==> src/rtl/factor_sieve.sv <==
// factor_sieve: sweeps 0..255 and streams every number whose divisor bitmap
// (bit i = divisible by i+2) equals, or contains, the latched target bitmap.

module residue_ctr #(
  parameter int unsigned K = 3
) (
  input  logic clk,
  input  logic reset,
  input  logic clr,
  input  logic adv,
  output logic zero
);
  logic [4:0] q;

  always_ff @(posedge clk or posedge reset) begin
    if (reset)    q <= '0;
    else if (clr) q <= '0;
    else if (adv) q <= (q == 5'(K - 1)) ? 5'd0 : q + 5'd1;
  end

  assign zero = (q == 5'd0);
endmodule

module factor_sieve (
  input  logic        clk,
  input  logic        reset,
  input  logic        start,
  input  logic        abort,
  input  logic [17:0] target,
  input  logic        mode,
  input  logic        match_ready,
  output logic        busy,
  output logic        match_valid,
  output logic [7:0]  match_number,
  output logic        done
);
  localparam int NUM_RES = 8;

  function automatic int unsigned res_mod(input int i);
    case (i)
      0:       return 3;
      1:       return 5;
      2:       return 7;
      3:       return 9;
      4:       return 11;
      5:       return 13;
      6:       return 17;
      default: return 19;
    endcase
  endfunction

  typedef enum logic [1:0] {IDLE, SCAN, HOLD, DONE} state_t;

  state_t              state, state_nx;
  logic [7:0]          cand;
  logic [17:0]         tgt;
  logic                mode_q;
  logic [NUM_RES-1:0]  rz;
  logic [17:0]         bm;
  logic                hit;
  logic                load, adv, cap, rel;

  // Odd moduli tracked by wrap counters; powers of two come straight from cand.
  genvar g;
  generate
    for (g = 0; g < NUM_RES; g++) begin : g_res
      localparam int unsigned KM = res_mod(g);
      residue_ctr #(.K(KM)) u_res (
        .clk   (clk),
        .reset (reset),
        .clr   (load),
        .adv   (adv),
        .zero  (rz[g])
      );
    end
  endgenerate

  always_comb begin
    bm      = '0;
    bm[0]   = (cand[0] == 1'b0);
    bm[1]   = rz[0];
    bm[2]   = (cand[1:0] == 2'd0);
    bm[3]   = rz[1];
    bm[5]   = rz[2];
    bm[6]   = (cand[2:0] == 3'd0);
    bm[7]   = rz[3];
    bm[9]   = rz[4];
    bm[11]  = rz[5];
    bm[14]  = (cand[3:0] == 4'd0);
    bm[15]  = rz[6];
    bm[17]  = rz[7];
    // Composite divisors from coprime factor pairs.
    bm[4]   = bm[0] & bm[1];
    bm[8]   = bm[3] & bm[0];
    bm[10]  = bm[2] & bm[1];
    bm[12]  = bm[5] & bm[0];
    bm[13]  = bm[3] & bm[1];
    bm[16]  = bm[7] & bm[0];
  end

  assign hit = mode_q ? ((bm & tgt) == tgt) : (bm == tgt);

  always_ff @(posedge clk or posedge reset) begin
    if (reset) state <= IDLE;
    else       state <= state_nx;
  end

  always_comb begin
    state_nx = state;
    load     = 1'b0;
    adv      = 1'b0;
    cap      = 1'b0;
    rel      = 1'b0;
    case (state)
      IDLE: begin
        if (start) begin
          load     = 1'b1;
          state_nx = SCAN;
        end
      end
      SCAN: begin
        if (abort) begin
          state_nx = IDLE;
        end else if (hit) begin
          cap      = 1'b1;
          state_nx = HOLD;
        end else if (cand == 8'hFF) begin
          state_nx = DONE;
        end else begin
          adv = 1'b1;
        end
      end
      HOLD: begin
        if (abort) begin
          state_nx = IDLE;
        end else if (match_ready) begin
          rel = 1'b1;
          if (cand == 8'hFF) begin
            state_nx = DONE;
          end else begin
            adv      = 1'b1;
            state_nx = SCAN;
          end
        end
      end
      DONE:    state_nx = IDLE;
      default: state_nx = IDLE;
    endcase
  end

  always_ff @(posedge clk or posedge reset) begin
    if (reset) begin
      cand         <= '0;
      tgt          <= '0;
      mode_q       <= 1'b0;
      match_valid  <= 1'b0;
      match_number <= '0;
    end else begin
      if (load) begin
        cand   <= '0;
        tgt    <= target;
        mode_q <= mode;
      end else if (adv) begin
        cand <= cand + 8'd1;
      end
      if (cap) begin
        match_valid  <= 1'b1;
        match_number <= cand;
      end else if (rel || (abort && state != IDLE)) begin
        match_valid <= 1'b0;
      end
    end
  end

  assign busy = (state != IDLE);
  assign done = (state == DONE);
endmodule

==> config.mk <==
export PLATFORM = sky130hd
export DESIGN_NAME = factor_sieve
export DESIGN_NICKNAME = d
export VERILOG_FILES = /design/src/rtl/factor_sieve.sv
export SDC_FILE = /design/constraint.sdc
export NUM_CORES = 1
export LEC_CHECK = 0
export ABC_AREA = 1
export CAP_MARGIN = 20
export CELL_PAD_IN_SITES_DETAIL_PLACEMENT = 2
export CELL_PAD_IN_SITES_GLOBAL_PLACEMENT = 2
export CORE_ASPECT_RATIO = 0.6
export CORE_MARGIN = 4
export CORE_UTILIZATION = 37
export CTS_CLUSTER_DIAMETER = 50
export DETAILED_ROUTE_END_ITERATION = 16
export PLACE_DENSITY_LB_ADDON = 0.1
export SETUP_SLACK_MARGIN = 0.4
export SYNTH_ARGS = -nofsm -noshare
export SYNTH_HDL_FRONTEND = slang
export SYNTH_SLANG_ARGS = --single-unit
export TNS_END_PERCENT = 10
==> constraint.sdc <==
create_clock -name clk -period 6.4 [get_ports clk]
set_clock_uncertainty 0.15 [all_clocks]
set_input_delay 1.28 -clock clk [delete_from_list [all_inputs] [get_ports clk]]
set_output_delay 1.28 -clock clk [all_outputs]
set_load 0.005 [all_outputs]
==> results.sh <==
export IMPL_antenna_found_initial=0
export IMPL_timing_final_crit_period_ps=3543
export IMPL_path_max_fanout=49
export IMPL_status="complete, no violations"
export IMPL_final_cell_count_no_fill=841
export IMPL_startpoint_type="flop"
export IMPL_cts_sinks=78
export IMPL_ys_flop_type="dfrtp_1"
export IMPL_synth_net_count=700
export IMPL_irDropWorstVdd_v=0.0002750
export IMPL_synth_top_area_share_pct=40.19
export IMPL_cts_resized_gates=0
export IMPL_hold_class="reg2reg"
export IMPL_period_share_pct=55.35
export IMPL_crit_required_ps=6520
export IMPL_dr_pass1_iters=4
export IMPL_drtIter0Drc=140
export IMPL_critical_path_endpoint_type="flop"
export IMPL_synth_top_area_cell="dfrtp_1"
export IMPL_fp_row_count=32
export IMPL_p_leak_uw=0.003018
export IMPL_fmax_ghz=0.2823
export IMPL_die_h_um=96.75
export IMPL_syn_inst=649
export IMPL_dpl_cell_area_um2=5276
export IMPL_syn_area_um2=4857
export IMPL_clkSlewWorstSetupHoldPaths_ps=60
export IMPL_synth_seq_cells=78
export IMPL_hold_violations=0
export IMPL_drt_wl_total_um=15330
export IMPL_final_nets=718
export IMPL_die_width_um=155.9
export IMPL_synth_xor_area_share_pct=5.229
export IMPL_cts_root_buffer="clkbuf_16"
export IMPL_crit_type="reg2reg"
export IMPL_cts_htree_levels=3
export IMPL_cts_tree="done"
export IMPL_clk_path_buf_depth=2
export IMPL_hold_buffers=0
export IMPL_areaGrowthSynthToFinish_pct=15.58
export IMPL_routabilityCongestion=0.8095
export IMPL_drive_gt1_share_pct=5.216
export IMPL_grt_pass1_vias=4823
export IMPL_synth_most_common_cell="nand2_1"
export IMPL_grt_max_degree=84
export IMPL_syn_area_per_cell_um2=7.484
export IMPL_yosys_top_cells_area="dfrtp_1 40%, nand2_1 14%, nand3_1 8.1%, ha_1 7.0%, nand4_1 6.4%"
export IMPL_yosysSeqAreaShare_pct=40.19
export IMPL_yosys_top_cells_count="178 x nand2_1, 79 x nand3_1, 78 x dfrtp_1"
export IMPL_diodes=0
export IMPL_drc_errors=0
export IMPL_post_cts_setup_buffer_count=0
export IMPL_maxCapViolCount=0
export IMPL_port_buffers=34
export IMPL_rsz0062_at_grt="no"
export IMPL_initial_utilization_pct=37.79
export IMPL_drtAntennaViolNets=0
export IMPL_yosysUniqueCellTypes=30
export IMPL_fin_tns_setup_ps=0
export IMPL_synth_area_mux_share_pct=0
export IMPL_synthSimpleGateAreaFrac_pct=34.60
export IMPL_setup_viol=0
export IMPL_synth_adder_area_share_pct=6.955
export IMPL_synthArstFlopShare_pct=100.0
export IMPL_numCtsBuffers=9
export IMPL_synth_compound_area_share_pct=3.168
export IMPL_coreArea_um2=12850
export IMPL_grt_first_pass_wirelength_um=25670
export IMPL_p_per_area_nw_per_um2=390.3
export IMPL_max_slew_margin_pct=39.89
export IMPL_vias=4436
export IMPL_fin_area_um2=5614
export IMPL_synth_warnings=0
export IMPL_slew_viol_final=0
export IMPL_dp_cells=826
export IMPL_clock_latency_ps=340
export IMPL_avgViaCountPerCell=5.275
export IMPL_wl_per_cell_um=18.23
export IMPL_die_area_um2=15080
export IMPL_dp_hpwl_um=10190
export IMPL_arrival_ps=3660
export IMPL_grtUsageTotal_pct=21.23
export IMPL_grt_overflow=0
export IMPL_tightest_slew_ps=901.7
export IMPL_synth_top_family_by_area="simple AND/OR/NAND/NOR gates"
export IMPL_ios=35
export IMPL_synth_edf_count=0
[final cells by class]
cell class / instances / area, µm²
Timing Repair Buffer: 38 / 370.4
Multi-Input combinational cell: 459 / 2436
Fill cell: 1491 / 7238
Clock buffer: 11 / 242.7
Inverter: 81 / 305.3
Tap cell: 170 / 212.7
Clock inverter: 4 / 95.09
Sequential cell: 78 / 1952
[registers in the layout, indices dropped and copies added, names as in the netlist]
signal         cells
g_res.u_res.q     40
tgt               18
cand               8
match_valid        1
state              2
mode_q             1
match_number       8
[per-stage QoR]
stage / worst slack (ps) / hold slack, ps / utilization, % / power [µW]
after floorplan: 2975 / 312.8 / - / 1306
after global placement: 2824 / 315.9 / 41.05 / 1530
after detailed placement: 2725 / 327.7 / 41.05 / 1582
after CTS: 2907 / 342.7 / 43.68 / 2211
after global routing: 2534 / 384.2 / 43.68 / 2365
final: 2857 / 335.7 / 43.68 / 2191
[final timing paths]
kind	from	to	slack [ps]	cells past startpoint
max in group asynchronous	reset	g_res[2].u_res.q[0]$_DFFE_PP0P_	3850	3
worst min-delay path	match_number[4]$_DFFE_PP0P_	match_number[4]$_DFFE_PP0P_	340	2
worst max register to register	g_res[1].u_res.q[0]$_DFFE_PP0P_	g_res[7].u_res.q[4]$_DFFE_PP0P_	2860	15
worst min register to register	match_number[4]$_DFFE_PP0P_	match_number[4]$_DFFE_PP0P_	340	2
worst max-delay path	g_res[1].u_res.q[0]$_DFFE_PP0P_	g_res[7].u_res.q[4]$_DFFE_PP0P_	2860	15
min in group asynchronous	reset	state[1]$_DFFE_PP0P_	1190	2
[worst max-delay path, stage by stage (launching register included)]
cell and delay, ps:
dfrtp_1 460, inv_1 70, ha_1 230, inv_1 60, nor2_1 30, nand2_1 170, o21ai_0 170, o21ai_0 280
inv_1 80, nor2_1 220, nand2_1 120, nand2_2 110, nand2_4 350, nand2_4 630, nand3_1 200, nand2_1 110
[report_power, final]
part / leakage [µW] / switching, µW / internal [µW]
combinational: 0.00180 / 628 / 260
clock: 0.000166 / 209 / 389
sequential: 0.00105 / 114 / 590
[cell families after synthesis]
family | count (synthesis)
AOI/OAI and AO/OA | 29
buffers and inverters | 112
xor gates and xnor gates | 29
adders and majority gates | 27
and+or+nand+nor | 374
DFF | 78
[per-layer routing]
layer  track usage (%)  vias up  share of wire, %
met1             30.51     2261                50
li1                  -     2116                 -
met4             3.699        0              0.70
met3             3.800       11               2.7
met5                 0        -                 0
met2             33.91       48                46
[layout by cell type (no fill, tap or decap), drive strengths merged, types with 2 or more instances in the layout]
| cell type | synthesis | routed |
|---|---|---|
| nand3 | 79 | 79 |
| nor3 | 4 | 4 |
| dfrtp | 78 | 78 |
| nor2 | 53 | 53 |
| o21ai | 23 | 23 |
| clkdlybuf4s50 | 0 | 34 |
| clkbuf | 13 | 11 |
| inv | 79 | 78 |
| xor2 | 28 | 28 |
| or2 | 2 | 2 |
| clkinv | 2 | 4 |
| nand4 | 50 | 50 |
| ha | 27 | 27 |
| a21oi | 2 | 2 |
| nand2 | 184 | 184 |
| a31oi | 2 | 2 |
| buf | 18 | 4 |
| bufinv | 0 | 3 |
Power figures use the tool's default switching activity.
